**src/rtl/beta_pkg.sv**
```systemverilog
// Shared types and constants for the beta memory arbiter slice.
package beta_pkg;

  localparam int XLEN = 32;

  localparam logic [1:0] MEM_SIZE_WORD = 2'b00;
  localparam logic [1:0] MEM_SIZE_HALF = 2'b01;
  localparam logic [1:0] MEM_SIZE_BYTE = 2'b10;

  localparam logic MEM_LOAD_OP  = 1'b0;
  localparam logic MEM_STORE_OP = 1'b1;

  localparam int arb_fsm_bsize = 2;

  typedef enum logic [arb_fsm_bsize-1:0] {
    ARB_IDLE = 2'b00,
    ARB_WRDY = 2'b01,
    ARB_WVLD = 2'b10,
    ARB_RESP = 2'b11
  } arb_state_e;

  typedef struct packed {
    logic            we;
    logic [3:0]      be;
    logic [XLEN-1:0] addr;
    logic [XLEN-1:0] wdata;
  } mem_req_t;

endpackage

```
**src/rtl/beta_mem_align.sv**
```systemverilog
// Combinational lane logic: byte enables, store replication, alignment check
// and load extraction with sign/zero extension.
module beta_mem_align
  import beta_pkg::*;
(
  input  logic [1:0]      size_i,
  input  logic [1:0]      off_i,
  input  logic            unsigned_i,
  input  logic [XLEN-1:0] wdata_i,
  input  logic [XLEN-1:0] rdata_i,
  output logic [3:0]      be_o,
  output logic [XLEN-1:0] wdata_o,
  output logic            misaligned_o,
  output logic [XLEN-1:0] rdata_o
);

  logic [XLEN-1:0] shifted;

  always_comb begin
    be_o         = 4'b0000;
    wdata_o      = wdata_i;
    misaligned_o = 1'b0;
    case (size_i)
      MEM_SIZE_BYTE: begin
        be_o    = 4'b0001 << off_i;
        wdata_o = {4{wdata_i[7:0]}};
      end
      MEM_SIZE_HALF: begin
        be_o         = 4'b0011 << off_i;
        wdata_o      = {2{wdata_i[15:0]}};
        misaligned_o = off_i[0];
      end
      MEM_SIZE_WORD: begin
        be_o         = 4'b1111;
        misaligned_o = |off_i;
      end
      default: misaligned_o = 1'b1;
    endcase
  end

  // The addressed byte/half is moved down to bit 0 before extension.
  always_comb begin
    shifted = rdata_i >> {off_i, 3'b000};
    case (size_i)
      MEM_SIZE_BYTE:
        rdata_o = unsigned_i ? {{(XLEN-8){1'b0}}, shifted[7:0]}
                             : {{(XLEN-8){shifted[7]}}, shifted[7:0]};
      MEM_SIZE_HALF:
        rdata_o = unsigned_i ? {{(XLEN-16){1'b0}}, shifted[15:0]}
                             : {{(XLEN-16){shifted[15]}}, shifted[15:0]};
      default:
        rdata_o = shifted;
    endcase
  end

endmodule

```
**src/rtl/beta_mem_arbiter.sv**
```systemverilog
// Shares one memory port between fetch and load/store with anti-starvation
// priority; runs the ready/valid sequence and formats LS data.
module beta_mem_arbiter
  import beta_pkg::*;
(
  input  logic            clk,
  input  logic            rst,
  input  logic            if_req_i,
  input  logic [XLEN-1:0] if_addr_i,
  output logic            if_gnt_o,
  output logic            if_rvalid_o,
  output logic [XLEN-1:0] if_rdata_o,
  input  logic            ls_req_i,
  input  logic            ls_op_i,
  input  logic [1:0]      ls_size_i,
  input  logic            ls_unsigned_i,
  input  logic [XLEN-1:0] ls_addr_i,
  input  logic [XLEN-1:0] ls_wdata_i,
  output logic            ls_gnt_o,
  output logic            ls_rvalid_o,
  output logic [XLEN-1:0] ls_rdata_o,
  output logic            ls_err_o,
  output logic            mem_req_o,
  output logic            mem_we_o,
  output logic [3:0]      mem_be_o,
  output logic [XLEN-1:0] mem_addr_o,
  output logic [XLEN-1:0] mem_wdata_o,
  input  logic            mem_rdy_i,
  input  logic            mem_rvalid_i,
  input  logic [XLEN-1:0] mem_rdata_i
);

  localparam logic [XLEN-1:0] WORD_MASK = ~XLEN'(3);

  arb_state_e      state_q, state_d;
  logic            prio_fetch_q, prio_fetch_d;
  logic            owner_ls_q, owner_ls_d;
  mem_req_t        req_q, req_d;
  logic            mem_req_q, mem_req_d;
  logic [1:0]      ls_off_q, ls_off_d;
  logic [1:0]      ls_size_q, ls_size_d;
  logic            ls_unsigned_q, ls_unsigned_d;
  logic            if_rvalid_q, if_rvalid_d;
  logic [XLEN-1:0] if_rdata_q, if_rdata_d;
  logic            ls_rvalid_q, ls_rvalid_d;
  logic [XLEN-1:0] ls_rdata_q, ls_rdata_d;
  logic            ls_err_q, ls_err_d;

  logic            ls_win, if_win;
  logic [1:0]      al_size, al_off;
  logic            al_unsigned;
  logic [3:0]      al_be;
  logic [XLEN-1:0] al_wdata, al_rdata;
  logic            al_misaligned;

  // In IDLE the aligner sees the live request; afterwards the captured fields.
  assign al_size     = (state_q == ARB_IDLE) ? ls_size_i     : ls_size_q;
  assign al_off      = (state_q == ARB_IDLE) ? ls_addr_i[1:0] : ls_off_q;
  assign al_unsigned = (state_q == ARB_IDLE) ? ls_unsigned_i : ls_unsigned_q;

  beta_mem_align u_align (
    .size_i       (al_size),
    .off_i        (al_off),
    .unsigned_i   (al_unsigned),
    .wdata_i      (ls_wdata_i),
    .rdata_i      (mem_rdata_i),
    .be_o         (al_be),
    .wdata_o      (al_wdata),
    .misaligned_o (al_misaligned),
    .rdata_o      (al_rdata)
  );

  assign ls_win   = ls_req_i && !(if_req_i && prio_fetch_q);
  assign if_win   = if_req_i && !ls_win;
  assign ls_gnt_o = (state_q == ARB_IDLE) && ls_win;
  assign if_gnt_o = (state_q == ARB_IDLE) && if_win;

  always_comb begin
    state_d       = state_q;
    prio_fetch_d  = prio_fetch_q;
    owner_ls_d    = owner_ls_q;
    req_d         = req_q;
    mem_req_d     = mem_req_q;
    ls_off_d      = ls_off_q;
    ls_size_d     = ls_size_q;
    ls_unsigned_d = ls_unsigned_q;
    if_rvalid_d   = 1'b0;
    if_rdata_d    = if_rdata_q;
    ls_rvalid_d   = 1'b0;
    ls_rdata_d    = ls_rdata_q;
    ls_err_d      = ls_err_q;
    case (state_q)
      ARB_IDLE: begin
        if (ls_win) begin
          owner_ls_d    = 1'b1;
          prio_fetch_d  = if_req_i;
          ls_off_d      = ls_addr_i[1:0];
          ls_size_d     = ls_size_i;
          ls_unsigned_d = ls_unsigned_i;
          // Illegal accesses skip the memory and answer on the next cycle.
          if (al_misaligned) begin
            state_d     = ARB_RESP;
            ls_rvalid_d = 1'b1;
            ls_err_d    = 1'b1;
            ls_rdata_d  = '0;
          end else begin
            state_d     = ARB_WRDY;
            mem_req_d   = 1'b1;
            req_d.we    = ls_op_i;
            req_d.be    = al_be;
            req_d.addr  = ls_addr_i & WORD_MASK;
            req_d.wdata = al_wdata;
          end
        end else if (if_win) begin
          owner_ls_d   = 1'b0;
          prio_fetch_d = 1'b0;
          state_d      = ARB_WRDY;
          mem_req_d    = 1'b1;
          req_d.we     = 1'b0;
          req_d.be     = 4'b1111;
          req_d.addr   = if_addr_i & WORD_MASK;
          req_d.wdata  = '0;
        end
      end
      ARB_WRDY: begin
        if (mem_rdy_i) begin
          mem_req_d = 1'b0;
          state_d   = ARB_WVLD;
        end
      end
      ARB_WVLD: begin
        if (mem_rvalid_i) begin
          state_d = ARB_RESP;
          if (owner_ls_q) begin
            ls_rvalid_d = 1'b1;
            ls_err_d    = 1'b0;
            ls_rdata_d  = req_q.we ? '0 : al_rdata;
          end else begin
            if_rvalid_d = 1'b1;
            if_rdata_d  = mem_rdata_i;
          end
        end
      end
      default: begin
        state_d  = ARB_IDLE;
        ls_err_d = 1'b0;
      end
    endcase
  end

  always_ff @(posedge clk or posedge rst) begin
    if (rst) begin
      state_q       <= ARB_IDLE;
      prio_fetch_q  <= 1'b0;
      owner_ls_q    <= 1'b0;
      req_q         <= '0;
      mem_req_q     <= 1'b0;
      ls_off_q      <= 2'b00;
      ls_size_q     <= 2'b00;
      ls_unsigned_q <= 1'b0;
      if_rvalid_q   <= 1'b0;
      if_rdata_q    <= '0;
      ls_rvalid_q   <= 1'b0;
      ls_rdata_q    <= '0;
      ls_err_q      <= 1'b0;
    end else begin
      state_q       <= state_d;
      prio_fetch_q  <= prio_fetch_d;
      owner_ls_q    <= owner_ls_d;
      req_q         <= req_d;
      mem_req_q     <= mem_req_d;
      ls_off_q      <= ls_off_d;
      ls_size_q     <= ls_size_d;
      ls_unsigned_q <= ls_unsigned_d;
      if_rvalid_q   <= if_rvalid_d;
      if_rdata_q    <= if_rdata_d;
      ls_rvalid_q   <= ls_rvalid_d;
      ls_rdata_q    <= ls_rdata_d;
      ls_err_q      <= ls_err_d;
    end
  end

  assign mem_req_o   = mem_req_q;
  assign mem_we_o    = req_q.we;
  assign mem_be_o    = req_q.be;
  assign mem_addr_o  = req_q.addr;
  assign mem_wdata_o = req_q.wdata;
  assign if_rvalid_o = if_rvalid_q;
  assign if_rdata_o  = if_rdata_q;
  assign ls_rvalid_o = ls_rvalid_q;
  assign ls_rdata_o  = ls_rdata_q;
  assign ls_err_o    = ls_err_q;

endmodule

```
**config.mk**
```make
export PLATFORM = sky130hd
export DESIGN_NAME = beta_mem_arbiter
export DESIGN_NICKNAME = d
export VERILOG_FILES = /design/src/rtl/beta_pkg.sv /design/src/rtl/beta_mem_align.sv /design/src/rtl/beta_mem_arbiter.sv
export SDC_FILE = /design/constraint.sdc
export NUM_CORES = 1
export LEC_CHECK = 0
export BUFFER_PORTS_ARGS = -buffer_cell sky130_fd_sc_hd__buf_4
export CAP_MARGIN = 20
export CELL_PAD_IN_SITES_DETAIL_PLACEMENT = 1
export CELL_PAD_IN_SITES_GLOBAL_PLACEMENT = 2
export CORE_MARGIN = 10
export CORE_UTILIZATION = 29
export DETAILED_ROUTE_END_ITERATION = 16
export GPL_ROUTABILITY_DRIVEN = 0
export PLACE_DENSITY = 0.89
export SYNTH_ARGS = -nofsm -noshare
export SYNTH_HDL_FRONTEND = slang
export SYNTH_SLANG_ARGS = --single-unit
```
**constraint.sdc**
```tcl
create_clock -name clk -period 4.6 [get_ports clk]
set_input_delay 0.23 -clock clk [delete_from_list [all_inputs] [get_ports clk]]
set_output_delay 0.23 -clock clk [all_outputs]
set_load 0.03 [all_outputs]
```
==> impl_metrics.env, run 1 <==
export IMPL_final_nets=1129
export IMPL_drive_gt1_share_pct=36.1
export IMPL_die_width_um=178
export IMPL_min_delay_start="mem_rdata_i[0]"
export IMPL_finalSetupViolCount=0
export IMPL_path_class="reg2reg"
export IMPL_drtAntennaViolNets=0
export IMPL_viasPerCell=5.05
export IMPL_fill_cells=2775
export IMPL_powerDensity_nw_per_um2=849
export IMPL_syn_inst=735
export IMPL_cts_buffers=17
export IMPL_routedWlPerCell_um=21.3
export IMPL_drt_pre_antenna_iters=6
export IMPL_fin_setup_tns_ns=0
export IMPL_antenna_found_initial=1
export IMPL_initialDrtViolationCount=398
export IMPL_synth_flop_cell="dfrtp_1"
export IMPL_cts_htree_levels=4
export IMPL_avgSynthCellArea_um2=9.80
export IMPL_max_cap_violations=0
export IMPL_relSlewSlack_pct=27.0
export IMPL_design_area_um2=10200
export IMPL_num_io_pins=277
export IMPL_syn_to_final_growth_pct=41.3
export IMPL_cts_buffer_depth=2
export IMPL_netlist_area_um2=7200
export IMPL_yosys_warnings=0
export IMPL_vias=6682
export IMPL_hpwl_um=20700
export IMPL_start_util_pct=29.5
export IMPL_worstHoldPathCells=3
export IMPL_tightestPinTransition_ns=1.10
export IMPL_root_buffer="clkbuf_16"
export IMPL_synth_area_leaders="dfrtp_1, nand2_1, a21oi_1"
export IMPL_outcome="complete, no violations"
export IMPL_fp_row_count=57
export IMPL_core_um2=24400
export IMPL_crit_fanout=69
export IMPL_insertion_delay_ns=0.43
export IMPL_die_y_um=178
export IMPL_rsz0062_at_grt="false"
export IMPL_cts_tree="yes"
export IMPL_synthTopCellsByCount="nand2_1, dfrtp_1, a21oi_1"
export IMPL_gr_total_overflow=0
export IMPL_yosysSeqAreaShare_pct=50.0
export IMPL_drc=0
export IMPL_wirelength_um=28200
export IMPL_fin_crit_ns=3.51
export IMPL_leakage_uw=0.00500
export IMPL_critPathLaunchType="flip-flop"
export IMPL_r2r_start="state_q[0]"
export IMPL_dieArea_um2=31500
export IMPL_ys_async_sr_fraction_pct=100
export IMPL_min_path_type="in2reg"
export IMPL_whs_endpoint="if_rdata_o[0]"
export IMPL_synth_most_common_cell="nand2_1"
export IMPL_cp_arrival_ns=3.86
export IMPL_ys_ff_latch=144
export IMPL_synth_edf_count=0
export IMPL_vdd_drop_max_mv=0.431
export IMPL_grt_max_degree=78
export IMPL_worstSetupEndpointType="flip-flop"
export IMPL_first_global_vias=7268
export IMPL_critPathRequiredTime_ns=4.94
export IMPL_yosys_area_top_type="dfrtp_1"
export IMPL_skew_ns=0.0116
export IMPL_rr_endpoint="mem_addr_o[10]"
export IMPL_yosys_area_top_type_share_pct=50.0
export IMPL_cts_resized_gates=0
export IMPL_reg2regPathDepth=11
export IMPL_grt_pass1_wl_um=43200
export IMPL_clkTransAtPathRegs_ns=0.07
export IMPL_slew_viol_final=0
export IMPL_cts_sinks=144
export IMPL_hold_violations=0
export IMPL_r2r_slack_ns=1.09
export IMPL_ys_types=48
export IMPL_finalCritPeriodShare_pct=76.4
export IMPL_dpl_cell_area_um2=9520
export IMPL_fmax_ghz=0.285
export IMPL_grtUsageTotal_pct=17.5
export IMPL_io_buffers=272
-- repair_timing --
item | CTS | global route
setup buffers | 0 | 0
endpoints found under the setup margin | 0 | 0
hold buffers | 6 | 0
hold endpoints to repair | 53 | 0
-- how the worst max path moves through the flow --
stage | start | end | slack [ns] | cells past startpoint
after detailed placement | state_q[0] | mem_addr_o[10] | 1.09 | 11
final | state_q[0] | mem_addr_o[10] | 1.09 | 11
after CTS | state_q[0] | mem_addr_o[10] | 1.07 | 11
after global placement | state_q[0] | mem_req_o | 1.21 | 11
after floorplan | rst | if_rdata_o[0] | 0.50 | 1
after global routing | state_q[0] | mem_addr_o[6] | 0.80 | 11
-- layout make-up --
cell class	instances	area, um^2	area share [%]
multi-input combinational	496	3250	31.9
antenna	1	2.50	0.0246
tap	324	405	3.98
sequential	144	3600	35.4
inverter	38	148	1.45
timing repair buffer	288	2180	21.4
clock buffer	17	425	4.18
clock inverter	15	165	1.62
-- metrics by stage --
step,hold WS [ns],total power (uW),cells,worst slack (ns),utilization [%]
after global placement,0.305,7160,1284,1.21,39.0
after CTS,0.00110,8730,1322,1.07,41.7
after global routing,0.00735,9220,1323,0.799,41.7
final,0.0159,8640,1323,1.09,41.7
after floorplan,0.335,5460,736,0.504,-
after detailed placement,0.311,7280,1284,1.09,39.0
-- state kept, by name (all words and copies together), names as in the netlist --
register / cells
if_rdata_o: 32
if_rvalid_o: 1
ls_err_o: 1
ls_off_q: 2
ls_rdata_o: 32
ls_rvalid_o: 1
ls_size_q: 2
ls_unsigned_q: 1
mem_addr_o: 30
mem_be_o: 4
mem_req_o: 1
mem_wdata_o: 32
mem_we_o: 1
owner_ls_q: 1
prio_fetch_q: 1
state_q: 2
-- metal layers --
metal,vias up,share of wire [%],global-route usage (%),routed length (um)
met3,28,6.8,5.38,1930
met4,0,2.2,5.35,621
met5,-,0,0,0
met2,178,51,29.9,14300
met1,3348,40,20.6,11300
li1,3128,-,-,-
-- cell families (layout without fill, tap and decap cells) --
| kind of cell | count (synthesis) | after routing | share of synthesized area, % |
|---|---|---|---|
| AND/OR/NAND/NOR | 215 | 215 | 12.6 |
| buffers and inverters | 96 | 358 | 5.33 |
| flip-flops | 144 | 144 | 50.0 |
| AO/OA/AOI/OAI | 212 | 212 | 21.3 |
| adder cells (fa/ha/maj) | 6 | 6 | 1.04 |
| other | 1 | 3 | 0.0521 |
| multiplexers | 61 | 61 | 9.62 |
-- placed cells by master (no fill, tap or decap), types with 2 or more instances in the layout --
master / netlist / layout
mux2_1: 21 / 21
inv_8: 0 / 4
dfrtp_1: 144 / 144
a22o_1: 9 / 9
nand2_1: 152 / 152
inv_1: 38 / 37
mux2i_2: 2 / 2
nor2_1: 25 / 25
dlygate4sd3_1: 0 / 6
buf_4: 2 / 282
and2_1: 2 / 2
nand4_1: 7 / 7
nand3_1: 8 / 8
o2bb2ai_1: 8 / 8
a21bo_2: 7 / 7
a221o_1: 10 / 10
o21ai_0: 32 / 32
inv_6: 0 / 7
and3_1: 2 / 2
a32o_1: 32 / 32
a41oi_1: 30 / 30
ha_1: 6 / 4
nor2b_1: 3 / 3
mux2i_1: 11 / 11
o21a_1: 2 / 2
conb_1: 1 / 2
clkbuf_16: 0 / 17
mux2_2: 25 / 25
a21oi_1: 72 / 72
nor3b_1: 9 / 9
-- critical path: stages, from the launching register on --
cell and delay [ns]:
dfrtp_1 0.42, inv_1 0.13, ha_4 0.28, nor2b_1 0.11, a21oi_1 0.19, inv_1 0.07
ha_1 0.41, a221o_1 0.50, o31ai_4 0.25, buf_4 0.59, a21oi_1 0.19, a41oi_1 0.22
-- report_power, final --
| part | switching, uW | total, uW | internal, uW |
|---|---|---|---|
| logic | 3250 | 5050 | 1800 |
| registers | 344 | 2170 | 1830 |
| clock network | 642 | 1420 | 774 |
| total | 4240 | 8640 | 4400 |
(Power assumes the default switching activity.)
==> inputs of run 2 (changes only) <==
==> constraint.sdc (replaced) <==
create_clock -name clk -period 3.4 [get_ports clk]
set_input_delay 0.17 -clock clk [delete_from_list [all_inputs] [get_ports clk]]
set_output_delay 0.17 -clock clk [all_outputs]
set_load 0.03 [all_outputs]
==> impl_metrics.env, run 2 (synthesis results as in run 1) <==
export IMPL_die_y_um=178
export IMPL_cpPeakStageDelay_ns=0.67
export IMPL_diodes=0
export IMPL_slowest_stage="buf_4"
export IMPL_outcome="complete, no violations"
export IMPL_dieArea_um2=31500
export IMPL_vias=6714
export IMPL_cp_num_buf_inv=2
export IMPL_max_cap_violations=0
export IMPL_final_nets=1148
export IMPL_worstSetupEndpointType="flip-flop"
export IMPL_hpwl_um=20800
export IMPL_seqCellArea_um2=3600
export IMPL_clkTransAtPathRegs_ns=0.07
export IMPL_drive_gt1_share_pct=36.0
export IMPL_insertion_delay_ns=0.43
export IMPL_initialDrtViolationCount=319
export IMPL_vdd_drop_max_mv=0.509
export IMPL_antenna_found_initial=0
export IMPL_cts_tree="yes"
export IMPL_fmax_ghz=0.319
export IMPL_fin_crit_ns=3.13
export IMPL_hold_violations=0
export IMPL_drc=0
export IMPL_grtUsageTotal_pct=17.7
export IMPL_viasPerCell=5.01
export IMPL_io_buffers=272
export IMPL_min_path_type="in2async"
export IMPL_final_cell_mix="buf_4, nand2_1, dfrtp_1, a21oi_1, inv_1"
export IMPL_cts_htree_levels=4
export IMPL_fp_row_count=57
export IMPL_core_um2=24400
export IMPL_crit_fanout=75
export IMPL_grt_max_degree=145
export IMPL_start_util_pct=29.5
export IMPL_path_class="reg2reg"
export IMPL_powerDensity_nw_per_um2=1140
export IMPL_path_cells="inv_1 > ha_4 > buf_4 > mux2i_1 > and2_1 > a221o_1 > a32o_1"
export IMPL_tightestPinTransition_ns=0.816
export IMPL_num_io_pins=277
export IMPL_cts_buffers=17
export IMPL_critPathLaunchType="flip-flop"
export IMPL_routedWlPerCell_um=21.1
export IMPL_fin_setup_tns_ns=0
export IMPL_syn_to_final_growth_pct=44.0
export IMPL_slew_viol_final=0
export IMPL_reg2regPathDepth=7
export IMPL_root_buffer="clkbuf_16"
export IMPL_grt_pass1_wl_um=43600
export IMPL_first_global_vias=7308
export IMPL_final_core_util_pct=42.5
export IMPL_critPathRequiredTime_ns=3.76
export IMPL_multiInputGateArea_um2=3250
export IMPL_rsz0062_at_grt="false"
export IMPL_critPathTopFamily="compound AO/OA/AOI/OAI gates"
export IMPL_drtAntennaViolNets=0
export IMPL_fill_cells=2840
export IMPL_finalCritPeriodShare_pct=92.2
export IMPL_wirelength_um=28300
export IMPL_cp_arrival_ns=3.49
export IMPL_skew_ns=0.0114
export IMPL_gr_total_overflow=0
export IMPL_relSlewSlack_pct=45.6
export IMPL_cp_depth=7
export IMPL_finalSetupViolCount=0
export IMPL_leakage_uw=0.00510
export IMPL_cts_sinks=144
export IMPL_die_width_um=178
export IMPL_cts_resized_gates=0
export IMPL_drt_pre_antenna_iters=4
export IMPL_layout_commonest_cell="buf_4"
export IMPL_cts_buffer_depth=2
run 2: cell count changes in the layout (fill, tap and decap cells not counted), sizes merged:
cell         before  now
clkinv            3    5
diode             1    0
dlygate4sd3       6   19
buf             282  288
inv              48   45
clkbuf           17   18
run 2: per-stage QoR:
step,hold WS (ns),setup slack [ns],total power (uW),std cells,cell area [um^2]
after floorplan,0.275,0.0890,7390,736,7210
after global placement,0.376,0.370,9790,1289,9590
after detailed placement,0.378,0.281,9970,1290,9600
after CTS,0.000473,0.247,11900,1341,10400
after global routing,0.00239,0.0332,12600,1341,10400
final,0.00456,0.266,11800,1341,10400
run 2: routing by layer:
layer,wire length [um],vias up,GRT usage (%)
met3,1610,29,4.74
met2,14400,178,29.7
li1,-,3182,-
met5,0,-,0
met4,660,0,5.80
met1,11700,3325,21.5
run 2: final timing paths:
kind | from | to | slack [ns]
max | state_q[0] | ls_rdata_o[21] | 0.27
min | rst | ls_rdata_o[5] | 0.005
max reg2reg | state_q[0] | ls_rdata_o[21] | 0.27
min reg2reg | if_rdata_o[17] | if_rdata_o[17] | 0.48
max in group asynchronous | rst | mem_we_o | 2.80
min in group clk | mem_rdata_i[15] | if_rdata_o[15] | 0.01
run 2: where the power goes:
group          switching [uW]  internal (uW)  leakage, uW
registers                 464           2470      0.00181
clock network             847           1050     0.000292
logic                    4430           2530      0.00299
run 2: tightest hold or removal path: stages:
cell	delay, ns
buf_4	0.12
clkinvlp_4	0.07
buf_12	0.58
run 2: cell type report:
type | instances | share of cell area (%)
Sequential cell | 144 | 34.7
Multi-Input combinational cell | 496 | 31.3
Clock inverter | 14 | 1.39
Tap cell | 324 | 3.91
Clock buffer | 18 | 4.23
Inverter | 38 | 1.41
Timing Repair Buffer | 307 | 23.0
run 2: repair_timing:
item,in CTS,in global routing
setup buffers,0,0
endpoints found under the hold margin,19,0
hold buffers,19,0
==> inputs of run 3 (changes only) <==
--- a/config.mk
+++ b/config.mk
@@ -9,6 +9,7 @@
 export CAP_MARGIN = 20
 export CELL_PAD_IN_SITES_DETAIL_PLACEMENT = 1
 export CELL_PAD_IN_SITES_GLOBAL_PLACEMENT = 2
+export CORE_ASPECT_RATIO = 1.4
 export CORE_MARGIN = 10
 export CORE_UTILIZATION = 29
 export DETAILED_ROUTE_END_ITERATION = 16
==> impl_metrics.env, run 3 (synthesis results as in run 1) <==
export IMPL_cts_sinks=144
export IMPL_seqPwrFrac_pct=24.8
export IMPL_drt_pre_antenna_iters=5
export IMPL_fmax_ghz=0.316
export IMPL_drc=0
export IMPL_vdd_drop_max_mv=0.544
export IMPL_start_util_pct=29.3
export IMPL_hold_slack_ns=0.0205
export IMPL_outcome="complete, no violations"
export IMPL_fp_row_count=68
export IMPL_die_y_um=206
export IMPL_cts_buffers=17
export IMPL_critPathLaunchType="flip-flop"
export IMPL_rsz0062_at_grt="false"
export IMPL_insertion_delay_ns=0.43
export IMPL_drtAntennaViolNets=0
export IMPL_seqCellArea_um2=3600
export IMPL_fin_crit_ns=3.17
export IMPL_p_comb_share_pct=58.8
export IMPL_path_class="reg2reg"
export IMPL_wirelength_um=28200
export IMPL_powerDensity_nw_per_um2=1130
export IMPL_viasPerCell=5.07
export IMPL_initialDrtViolationCount=339
export IMPL_grt_max_degree=95
export IMPL_cts_tree="yes"
export IMPL_root_buffer="clkbuf_16"
export IMPL_grtUsageTotal_pct=17.2
export IMPL_clkTransAtPathRegs_ns=0.06
export IMPL_gr_total_overflow=0
export IMPL_routedWlPerCell_um=21.0
export IMPL_cp_arrival_ns=3.48
export IMPL_hpwl_um=20800
export IMPL_vias=6808
export IMPL_max_cap_violations=0
export IMPL_multiInputGateArea_um2=3250
export IMPL_post_cts_buffers=0
export IMPL_switching_share_pct=47.6
export IMPL_hold_violations=0
export IMPL_finalSetupViolCount=0
export IMPL_slew_viol_final=0
export IMPL_core_um2=24600
export IMPL_die_width_um=153
export IMPL_syn_to_final_growth_pct=45.9
export IMPL_skew_ns=0.00796
export IMPL_dieArea_um2=31600
export IMPL_antenna_found_initial=2
export IMPL_drive_gt1_share_pct=35.8
export IMPL_fill_cells=2795
export IMPL_tightestPinTransition_ns=0.892
export IMPL_relSlewSlack_pct=40.4
export IMPL_final_cell_mix="buf_4, nand2_1, dfrtp_1, a21oi_1, inv_1"
export IMPL_finalCritPeriodShare_pct=93.2
export IMPL_min_path_type="in2reg"
export IMPL_crit_fanout=42
export IMPL_final_nets=1158
export IMPL_worstSetupEndpointType="flip-flop"
export IMPL_grt_pass1_wl_um=43100
export IMPL_first_global_vias=7442
export IMPL_internal_power_uw=6220
export IMPL_cts_htree_levels=4
export IMPL_power_share_clock_pct=16.4
export IMPL_power_switching_uw=5660
export IMPL_fin_setup_tns_ns=0
export IMPL_io_buffers=272
export IMPL_critPathRequiredTime_ns=3.71
export IMPL_num_io_pins=277
export IMPL_cts_buffer_depth=2
export IMPL_leakage_uw=0.00514
export IMPL_layout_commonest_cell="buf_4"
[run 3: cell types whose count changed in the layout (fill, tap and decap cells not counted), sizes merged]
| cell | delta |
|---|---|
| dlygate4sd3 | +8 |
| inv | -7 |
| clkinvlp | +5 |
| buf | +2 |
| bufinv | +2 |
| diode | +2 |
| clkinv | -1 |
[run 3: final timing paths]
path                                       from         endpoint  slack, ns  cells past startpoint
worst max register to register       state_q[0]   mem_wdata_o[9]       0.23                      9
max in group asynchronous                   rst   if_rdata_o[31]       2.52                      4
worst min register to register    if_rdata_o[1]    if_rdata_o[1]       0.48                      2
min in group asynchronous                   rst  mem_wdata_o[29]       0.40                      4
worst min-delay path            mem_rdata_i[23]   if_rdata_o[23]       0.02                      2
worst max-delay path                 state_q[0]   mem_wdata_o[9]       0.23                      9
[run 3: cell type report]
cell class	count	share of cell area, %
sequential	144	34.3
inverter	38	1.39
antenna	2	0.0476
tap	315	3.75
multi-input combinational	496	30.9
clock inverter	13	1.56
clock buffer	18	4.18
timing repair buffer	317	23.9
[run 3: layer usage]
layer	vias to the layer above	GRT usage, %	wire length, um
li1	3193	-	-
met1	3362	18.4	10800
met2	200	30.2	14500
met3	53	4.91	1620
met4	0	8.74	1250
met5	-	0	0
[run 3: repair_timing]
action                    in CTS  in global routing
hold buffers                  27                  0
gates resized for setup        0                  0
hold endpoints to repair     170                  0
[run 3: worst max-delay path, stage by stage (launching register included)]
cell and delay (ns):
dfrtp_1 0.41, inv_1 0.14, ha_4 0.31, buf_4 0.43
nor3b_1 0.43, a211oi_2 0.14, o31ai_4 0.36, nand2_4 0.24
buf_12 0.23, mux2_1 0.32
[run 3: power by group through the flow]
stage          clock (uW)  sequential, uW  combinational, uW
3_3_place_gp            0            2930               6870
4_1_cts              1990            2950               7060
5_1_grt              2070            3050               7570
2_1_floorplan           0            4270               3130
6_report             1950            2950               6990
3_5_place_dp            0            2970               7000
[run 3: through the flow]
step           instance area [um^2]  std cells  power [uW]  util, %  setup slack [ns]
4_1_cts                       10500       1341       12000     42.7             0.214
3_3_place_gp                   9630       1283        9800     39.2             0.364
3_5_place_dp                   9630       1283        9970     39.2             0.239
5_1_grt                       10500       1343       12700     42.8            0.0461
2_1_floorplan                  7210        736        7390        -            0.0890
6_report                      10500       1343       11900     42.8             0.233
